$ cat src/rtl/mem_dump_streamer_if.sv
// Bundle of control, RAM read port and byte-stream signals for the memory dump streamer.
// The master side is the streamer. The slave side is the RAM/requester/sink environment.
interface mem_dump_streamer_if #(
  parameter int ADDR_W = 10,
  parameter int DATA_W = 32
);
  logic              start;
  logic [ADDR_W-1:0] base_addr;
  logic [ADDR_W:0]   length;
  logic              busy;
  logic              done;

  logic              mem_rd_en;
  logic [ADDR_W-1:0] mem_addr;
  logic [DATA_W-1:0] mem_rdata;

  logic              out_valid;
  logic [7:0]        out_data;
  logic              out_last;
  logic              out_ready;

  modport master (
    input  start, base_addr, length, mem_rdata, out_ready,
    output busy, done, mem_rd_en, mem_addr, out_valid, out_data, out_last
  );

  modport slave (
    output start, base_addr, length, mem_rdata, out_ready,
    input  busy, done, mem_rd_en, mem_addr, out_valid, out_data, out_last
  );
endinterface

$ cat src/rtl/mem_dump_streamer.sv
// Dumps a range of RAM words as a little-endian byte stream. The first byte is valid 2 cycles after start.
// Each word costs 2 overhead cycles. A byte holds while out_ready is low, with no timeout.
module mem_dump_streamer #(
  parameter int ADDR_W = 10,
  parameter int DATA_W = 32
) (
  input  logic                  clk,
  input  logic                  reset,
  mem_dump_streamer_if.master   bus
);

  localparam int BYTES  = DATA_W / 8;
  localparam int BIDX_W = (BYTES > 1) ? $clog2(BYTES) : 1;
  localparam logic [BIDX_W-1:0] LAST_IDX = BIDX_W'(BYTES - 1);
  localparam logic [ADDR_W:0]   ONE_WORD = (ADDR_W+1)'(1);

  typedef enum logic [2:0] {
    IDLE,
    ISSUE,
    CAPTURE,
    SEND,
    FIN
  } state_t;

  state_t              state_q;
  logic [ADDR_W-1:0]   cur_addr_q;
  logic [ADDR_W:0]     words_left_q;
  logic [BIDX_W-1:0]   byte_idx_q;
  logic [DATA_W-1:0]   shift_q;
  logic                busy_q;
  logic                done_q;
  logic                rd_en_q;
  logic                out_valid_q;
  logic [7:0]          out_data_q;
  logic                out_last_q;

  logic                hs;
  logic                last_word;

  assign hs        = out_valid_q && bus.out_ready;
  assign last_word = (words_left_q == ONE_WORD);

  always_ff @(posedge clk or posedge reset) begin
    if (reset) begin
      state_q      <= IDLE;
      cur_addr_q   <= '0;
      words_left_q <= '0;
      byte_idx_q   <= '0;
      shift_q      <= '0;
      busy_q       <= 1'b0;
      done_q       <= 1'b0;
      rd_en_q      <= 1'b0;
      out_valid_q  <= 1'b0;
      out_data_q   <= '0;
      out_last_q   <= 1'b0;
    end else begin
      case (state_q)
        IDLE: begin
          done_q <= 1'b0;
          if (bus.start) begin
            if (bus.length != '0) begin
              state_q      <= ISSUE;
              cur_addr_q   <= bus.base_addr;
              words_left_q <= bus.length;
              rd_en_q      <= 1'b1;
              busy_q       <= 1'b1;
            end else begin
              state_q <= FIN;
              done_q  <= 1'b1;
            end
          end
        end

        ISSUE: begin
          rd_en_q <= 1'b0;
          state_q <= CAPTURE;
        end

        // RAM data is valid this cycle. Byte 0 is presented directly, and the rest wait in the shifter.
        CAPTURE: begin
          shift_q     <= bus.mem_rdata >> 8;
          out_data_q  <= bus.mem_rdata[7:0];
          byte_idx_q  <= '0;
          out_valid_q <= 1'b1;
          out_last_q  <= last_word && (BYTES == 1);
          state_q     <= SEND;
        end

        SEND: begin
          if (hs) begin
            if (byte_idx_q == LAST_IDX) begin
              words_left_q <= words_left_q - ONE_WORD;
              cur_addr_q   <= cur_addr_q + 1'b1;
              out_valid_q  <= 1'b0;
              out_last_q   <= 1'b0;
              if (last_word) begin
                state_q <= FIN;
                busy_q  <= 1'b0;
                done_q  <= 1'b1;
              end else begin
                state_q <= ISSUE;
                rd_en_q <= 1'b1;
              end
            end else begin
              byte_idx_q <= byte_idx_q + 1'b1;
              out_data_q <= shift_q[7:0];
              shift_q    <= shift_q >> 8;
              out_last_q <= last_word && ((byte_idx_q + 1'b1) == LAST_IDX);
            end
          end
        end

        FIN: begin
          done_q  <= 1'b0;
          state_q <= IDLE;
        end

        default: state_q <= IDLE;
      endcase
    end
  end

  // cur_addr_q doubles as the RAM address. It only changes at word boundaries, so it holds outside ISSUE.
  assign bus.mem_addr  = cur_addr_q;
  assign bus.mem_rd_en = rd_en_q;
  assign bus.busy      = busy_q;
  assign bus.done      = done_q;
  assign bus.out_valid = out_valid_q;
  assign bus.out_data  = out_data_q;
  assign bus.out_last  = out_last_q;

endmodule

$ cat src/flat_wrapper.sv
// flat-port wrapper written by rule: the top's interface ports become plain ports
module mem_dump_streamer_flat 
#(
  parameter int ADDR_W = 10,
  parameter int DATA_W = 32
)
  (clk, reset, bus_start, bus_base_addr, bus_length, bus_mem_rdata, bus_out_ready, bus_busy, bus_done, bus_mem_rd_en, bus_mem_addr, bus_out_valid, bus_out_data, bus_out_last);
  mem_dump_streamer_if #(.ADDR_W(ADDR_W), .DATA_W(DATA_W)) bus_i ();
  input  logic clk;
  input  logic reset;
  input wire logic [$bits(bus_i.start)-1:0] bus_start;
  input wire logic [$bits(bus_i.base_addr)-1:0] bus_base_addr;
  input wire logic [$bits(bus_i.length)-1:0] bus_length;
  input wire logic [$bits(bus_i.mem_rdata)-1:0] bus_mem_rdata;
  input wire logic [$bits(bus_i.out_ready)-1:0] bus_out_ready;
  output wire logic [$bits(bus_i.busy)-1:0] bus_busy;
  output wire logic [$bits(bus_i.done)-1:0] bus_done;
  output wire logic [$bits(bus_i.mem_rd_en)-1:0] bus_mem_rd_en;
  output wire logic [$bits(bus_i.mem_addr)-1:0] bus_mem_addr;
  output wire logic [$bits(bus_i.out_valid)-1:0] bus_out_valid;
  output wire logic [$bits(bus_i.out_data)-1:0] bus_out_data;
  output wire logic [$bits(bus_i.out_last)-1:0] bus_out_last;
  assign bus_i.start = bus_start;
  assign bus_i.base_addr = bus_base_addr;
  assign bus_i.length = bus_length;
  assign bus_i.mem_rdata = bus_mem_rdata;
  assign bus_i.out_ready = bus_out_ready;
  assign bus_busy = bus_i.busy;
  assign bus_done = bus_i.done;
  assign bus_mem_rd_en = bus_i.mem_rd_en;
  assign bus_mem_addr = bus_i.mem_addr;
  assign bus_out_valid = bus_i.out_valid;
  assign bus_out_data = bus_i.out_data;
  assign bus_out_last = bus_i.out_last;
  mem_dump_streamer #(.ADDR_W(ADDR_W), .DATA_W(DATA_W)) u_core (.clk(clk), .reset(reset), .bus(bus_i));
endmodule
$ cat config.mk
export PLATFORM = sky130hd
export DESIGN_NAME = mem_dump_streamer_flat
export DESIGN_NICKNAME = d
export VERILOG_FILES = /design/src/rtl/mem_dump_streamer_if.sv /design/src/rtl/mem_dump_streamer.sv /design/src/flat_wrapper.sv
export SDC_FILE = /design/constraint.sdc
export NUM_CORES = 1
export LEC_CHECK = 0
export ABC_AREA = 1
export BUFFER_PORTS_ARGS = -buffer_cell sky130_fd_sc_hd__buf_2
export CORE_ASPECT_RATIO = 1.25
export CORE_MARGIN = 5
export CORE_UTILIZATION = 49
export CTS_CLUSTER_DIAMETER = 40
export CTS_CLUSTER_SIZE = 10
export DETAILED_ROUTE_END_ITERATION = 8
export HOLD_SLACK_MARGIN = 0.1
export PLACE_DENSITY = 0.77
export SKIP_CTS_REPAIR_TIMING = 1
export SYNTH_ARGS = -nofsm -noshare
export SYNTH_HDL_FRONTEND = slang
export SYNTH_SLANG_ARGS = --single-unit
$ cat constraint.sdc
create_clock -name clk -period 2.15 [get_ports clk]
set_clock_uncertainty 0.2 [all_clocks]
set_input_delay 0.43 -clock clk [delete_from_list [all_inputs] [get_ports clk]]
set_output_delay 0.43 -clock clk [all_outputs]
set_load 0.02 [all_outputs]
==> results of run 1 <==
==> area by class of cell <==
| class | instances | share of cell area |
|---|---|---|
| multi-input combinational | 326 | 0.368 |
| sequential | 63 | 0.372 |
| clock inverter | 4 | 0.0224 |
| tap | 90 | 0.0266 |
| inverter | 61 | 0.0549 |
| timing repair buffer | 91 | 0.124 |
| clock buffer | 10 | 0.0325 |
==> worst max-delay path, cell delays in order (launching register included) <==
cell and delay, ps:
dfrtp_1 390, inv_1 70, nand2_1 60, nor2_1 210, nand2_1 190, a21oi_2 570
nand2_1 110, nand2_1 80
==> power groups by stage <==
stage | Clock (mW) | Combinational (mW) | Sequential (mW)
6_report | 1.23 | 3.70 | 2.11
5_1_grt | 1.31 | 4.20 | 2.17
4_1_cts | 1.26 | 3.67 | 2.11
3_3_place_gp | 0 | 3.54 | 2.10
2_1_floorplan | 0 | 2.60 | 2.28
3_5_place_dp | 0 | 3.64 | 2.13
==> Yosys cell counts, types with 2 or more instances <==
| cell type | number |
|---|---|
| nand2_1 | 143 |
| dfrtp_1 | 63 |
| inv_1 | 56 |
| o21ai_1 | 46 |
| nand3_1 | 36 |
| nor2_1 | 31 |
| o21ai_0 | 19 |
| o211ai_1 | 16 |
| a21oi_1 | 10 |
| clkbuf_1 | 8 |
| buf_2 | 7 |
| ha_1 | 5 |
| inv_2 | 5 |
| buf_4 | 4 |
| mux2i_1 | 4 |
| a21oi_2 | 2 |
| buf_6 | 2 |
| nand4_1 | 2 |
| nor3_1 | 2 |
| or2_2 | 2 |
==> path summary, 6_finish.rpt <==
check                                startpoint                       to  slack, ps  cells past startpoint
max                           u_core.state_q[1]  u_core.words_left_q[10]        200                      7
min                           bus_mem_rdata[28]       u_core.shift_q[20]        140                      3
max reg2reg                   u_core.state_q[1]  u_core.words_left_q[10]        200                      7
min reg2reg                u_core.bus.mem_rd_en     u_core.bus.mem_rd_en        290                      2
max in group asynchronous                 reset       u_core.shift_q[18]        730                      4
min in group asynchronous                 reset   u_core.words_left_q[6]        510                      3
==> placed cells by master (no fill, tap or decap), types with 2 or more instances in the layout <==
master     instances
ha_1               5
o211ai_1          16
mux2i_1            4
a21oi_1           10
inv_2              5
nand3_1           36
nor3_1             2
nand4_1            2
a21oi_4            2
nor2_1            31
buf_4              8
or2_2              2
clkbuf_8          10
o21ai_1           46
bufinv_16          3
nand2_1          143
buf_12             3
o21ai_0           19
dfrtp_1           63
inv_1             55
buf_2             79
==> per-stage QoR <==
step / setup WS, ps / cell area (um2) / setup TNS [ps] / power, mW / hold slack, ps
CTS: -74.0 / 4210 / -292 / 7.03 / -25.8
global route: 32.3 / 4240 / 0 / 7.68 / 146
floorplan: 375 / 3460 / 0 / 4.88 / 259
detailed placement: -59.1 / 3980 / -167 / 5.77 / 276
finish: 201 / 4240 / 0 / 7.04 / 138
global placement: 16.2 / 3980 / 0 / 5.63 / 269
==> kinds of logic after synthesis <==
kind of cell / after synthesis / share of synthesized area
adders and majority gates: 5 / 0.0181
and+or+nand+nor: 220 / 0.259
buffers and inverters: 82 / 0.100
muxes: 4 / 0.0116
DFF: 63 / 0.456
AOI/OAI and AO/OA: 95 / 0.152
xor gates and xnor gates: 1 / 0.00254
==> registers in the layout (all words and copies together), names as in the netlist <==
register,cells
u_core.shift_q,24
u_core.words_left_q,11
u_core.bus.mem_addr,10
u_core.bus.out_data,8
u_core.state_q,3
u_core.byte_idx_q,2
u_core.bus.busy,1
u_core.bus.done,1
u_core.bus.mem_rd_en,1
u_core.bus.out_last,1
u_core.bus.out_valid,1
==> routing by layer <==
metal  vias up  routed length (um)  global-route usage
li1       1678                   -                   -
met1      1553                3380               0.221
met2        94                4360               0.339
met3        17                 522              0.0523
met4         0                 140              0.0758
met5         -                   0                   0
==> results.cfg, run 1 <==
[yosys]
synth_area_um2 = 3450
yosys.area.top_type = dfrtp_1
synth_area_leaders = dfrtp_1, nand2_1, o21ai_1
avgSynthCellArea_um2 = 7.35
ys_ff_latch = 63
synth_flop_cell = dfrtp_1
seq_area_frac_synth = 0.456
syn_nets = 532
yosysTopAreaCellShare = 0.456
postSynthCellCount = 470
synth_edf_count = 0
ys_warn_count = 0
async_reset_ff_frac = 1.00
ys_types = 27

[sta]
finalMaxSlewViolations = 0
rsz0062_at_grt = no
slew_headroom = 0.562
finalHoldViolations = 0
max_clock_freq_mhz = 513
finalCriticalPeriod_ps = 1950
post-route-period-util = 0.907
finalSetupViolCount = 0
worstMarginPinSlew_ps = 657

[pwr]
share_seq_of_total_power = 0.300
clock_power_share = 0.175
sw_frac_of_total = 0.457
ir_drop_mv = 0.957
p_sw_mw = 3.22
p_leak_nw = 2.21
p_per_area_nw_per_um2 = 1660
pwr-share-comb = 0.525
power.internal_mw = 3.82

[route]
drt_iter0_markers = 125
ant_nets = 0
via_count = 3342
avgRoutedWirePerCell_um = 13.0
drt-total-wl_um = 8400
drcViolationCount = 0
dr.pass1.iters = 5
via_per_inst = 5.18

[status]
status = finished, final reports clean

[die]
core-area_um2 = 6930
io_pins = 80
start_util = 0.498
rows = 34
die_w_um = 85.1
die_h_um = 104
die_area_um2 = 8840

[layout]
utilization = 0.612
syn_to_final_growth_pct = 22.7
nets = 614
fillers = 628
seq_area_um2 = 1580
drive_gt1_frac = 0.211
insertedDiodeCount = 0
multi_input_area_um2 = 1560
instances_no_fill = 645

[global_route]
antenna_found_initial = 0
grt_pass1_vias = 3270
grt_pass1_wl_um = 14100
grtUsageTotal = 0.194
grt_max_degree = 69
gr-total-overflow = 0

[clock_tree]
clk_pin_slew_ps = 60
root_buffer = clkbuf_8
clock_sinks = 63
cts.path.max_buffers = 2
clock_latency_ps = 340
cts_tree = done
htreeDepth = 3
cts_buffers = 9

[place]
numPortBuffers = 79
placed_cells = 629
gp_congestion = 0.891
place_hpwl_um = 6000

[run]
cap_viol_max_count = 0

[setup_path]
path_class = reg2reg
worst_setup_path_end_kind = register
required_ps = 2220
start_kind = register
crit_arrival_ps = 2020
crit_fanout = 12

[worst_hold_path]
hold_path_class = in2reg
Power figures use the tool's default switching activity.
==> inputs of run 2 (changes only) <==
Settings changed: ABC_AREA 1 to unset, CORE_UTILIZATION 49 to 48, PLACE_DENSITY 0.77 to 0.76.
==> results.cfg, run 2 <==
[pwr]
p_leak_nw = 1.99
p_per_area_nw_per_um2 = 1280
ir_drop_mv = 0.595

[yosys]
synth_top_family_by_area = compound AO/OA/AOI/OAI gates
yosysTopAreaCellShare = 0.472
syn_nets = 405
synth-xor-area-share = 0
synth_commonest_cells = dfrtp_1, nand2_1, o21ai_0
async_reset_ff_frac = 1.00
ys_types = 56
synth.most_common_cell = dfrtp_1
synth-simple-area-share = 0.168
synth_compound_area_frac = 0.215
seq_area_frac_synth = 0.472
ys_ff_latch = 63
synth_flop_cell = dfrtp_1
postSynthCellCount = 343
synth_area_leaders = dfrtp_1, mux2i_1, o21ai_0
yosys.area_share.adder = 0.0187
yosys.area.top_type = dfrtp_1
synth_area_um2 = 3340
ys_warn_count = 0
muxShareOfSynthArea = 0.0817
synth_edf_count = 0
avgSynthCellArea_um2 = 9.73

[setup_path]
rrSetupSlack_ps = 60
worst_setup_path_end_kind = register
crit_arrival_ps = 2120
crit_fanout = 21
required_ps = 2180
slowest_stage = or4b_4
cpPeakStageDelay_ps = 550
path_class = reg2reg
r2r_start = u_core.state_q[2]
path_cells = or4b_4 > a31o_4 > nand2_2 > mux2_2
reg2reg_depth = 4
crit_family = simple AND/OR/NAND/NOR gates
reg2reg_to = u_core.words_left_q[1]
start_kind = register
worst-path-buf-inv = 0

[clock_tree]
clk_pin_slew_ps = 80
clock_sinks = 63
clock_latency_ps = 340
root_buffer = clkbuf_8
cts_tree = done
cts.path.max_buffers = 2
cts_buffers = 9
htreeDepth = 3

[layout]
top_register = u_core.shift_q
instances_no_fill = 531
insertedDiodeCount = 0
nets = 498
utilization = 0.607
drive_gt1_frac = 0.315
largest_reg_flops = 24
seq_area_um2 = 1580
fillers = 607
multi_input_area_um2 = 1620
syn_to_final_growth_pct = 25.4
layout_common_cells = buf_2, dfrtp_1, nand2_1
final_common_cell = buf_2

[route]
dr.pass1.iters = 4
avgRoutedWirePerCell_um = 15.8
drt_iter0_markers = 246
via_per_inst = 5.75
ant_nets = 0
drt-total-wl_um = 8370
via_count = 3055
drcViolationCount = 0

[global_route]
use_met2 = 0.338
grt_max_degree = 64
grtUsageTotal = 0.201
grt_pass1_vias = 3018
antenna_found_initial = 0
busiest_layer = met2
grt_use_met3 = 0.0428
grt_pass1_wl_um = 14100
use_met1 = 0.249
gr-total-overflow = 0

[sta]
finalHoldViolations = 0
finalCriticalPeriod_ps = 2090
finalMaxSlewViolations = 0
rsz0062_at_grt = no
max_clock_freq_mhz = 478
finalSetupViolCount = 0
worstMarginPinSlew_ps = 464
slew_headroom = 0.688
post-route-period-util = 0.974
fin_tns_setup_ps = 0

[die]
die_w_um = 84.6
rows = 34
start_util = 0.484
core-area_um2 = 6890
die_h_um = 103
die_area_um2 = 8730
io_pins = 80

[worst_hold_path]
min_delay_path_depth = 3
whs_endpoint = u_core.shift_q[23]
min_from = bus_mem_rdata[31]
hold_path_class = in2reg

[place]
gp_congestion = 0.836
place_hpwl_um = 6030
numPortBuffers = 79
placed_cells = 514

[status]
status = finished, final reports clean

[run]
cap_viol_max_count = 0
==> run 2: changes by cell type after synthesis, sizes merged, moves of 5 or more <==
cell / before / now
nand2: 144 / 57
inv: 61 / 8
nand3: 36 / 10
nor2: 32 / 10
mux2i: 4 / 25
o21ai: 65 / 49
o211ai: 16 / 5
a31oi: 0 / 6
a21oi: 12 / 7
a2bb2oi: 0 / 5
nand4: 2 / 7
nor3: 2 / 7
==> run 2: final cells by class <==
class / instances / area share
Multi-Input combinational cell: 250 / 0.387
Sequential cell: 63 / 0.377
Timing Repair Buffer: 104 / 0.146
Clock buffer: 10 / 0.0329
Tap cell: 90 / 0.0269
Clock inverter: 6 / 0.0221
Inverter: 8 / 0.00807
==> run 2: cell families (layout without fill, tap and decap cells) <==
kind of cell	count (synthesis)	after routing
muxes	27	27
DFF	63	63
adders and majority gates	5	5
and+or+nand+nor	113	113
buffers and inverters	30	128
AOI/OAI and AO/OA	105	105
==> run 2: worst register-to-register path, stage by stage (launching register included) <==
cell,delay (ps)
dfrtp_1,470
or4b_4,550
a31o_4,330
nand2_2,110
mux2_2,330
==> run 2: metrics by stage <==
| stage | setup slack [ps] | power (mW) | instance area, um2 | hold WS [ps] |
|---|---|---|---|---|
| floorplan | 131 | 3.45 | 3340 | 249 |
| global placement | 66.8 | 4.09 | 3940 | 260 |
| detailed placement | 28.5 | 4.18 | 3940 | 272 |
| CTS | 76.2 | 5.38 | 4170 | -29.7 |
| global route | 13.5 | 5.74 | 4190 | 119 |
| finish | 56.8 | 5.35 | 4190 | 121 |
==> run 2: worst max-delay path by stage <==
stage                            from                     end  cells past startpoint
CTS                 u_core.state_q[2]  u_core.words_left_q[1]                      4
finish              u_core.state_q[2]  u_core.words_left_q[1]                      4
floorplan           u_core.state_q[0]  u_core.bus.mem_addr[6]                      6
detailed placement      bus_length[1]  u_core.words_left_q[7]                      7
global placement            bus_start  u_core.words_left_q[1]                      5
global route        u_core.state_q[2]  u_core.words_left_q[1]                      4
==> run 2: layer usage <==
metal  wire length, um  vias up  share of wire
li1                  -     1453              -
met5                 0        -              0
met2              3990      125           0.48
met3               637       22          0.076
met4               218        0          0.026
met1              3530     1455           0.42
==> run 2: power by group <==
part	internal, mW	switching, mW	total, mW
registers	1.66	0.420	2.08
clock network	0.690	0.497	1.19
logic	0.877	1.22	2.09
total	3.22	2.13	5.35
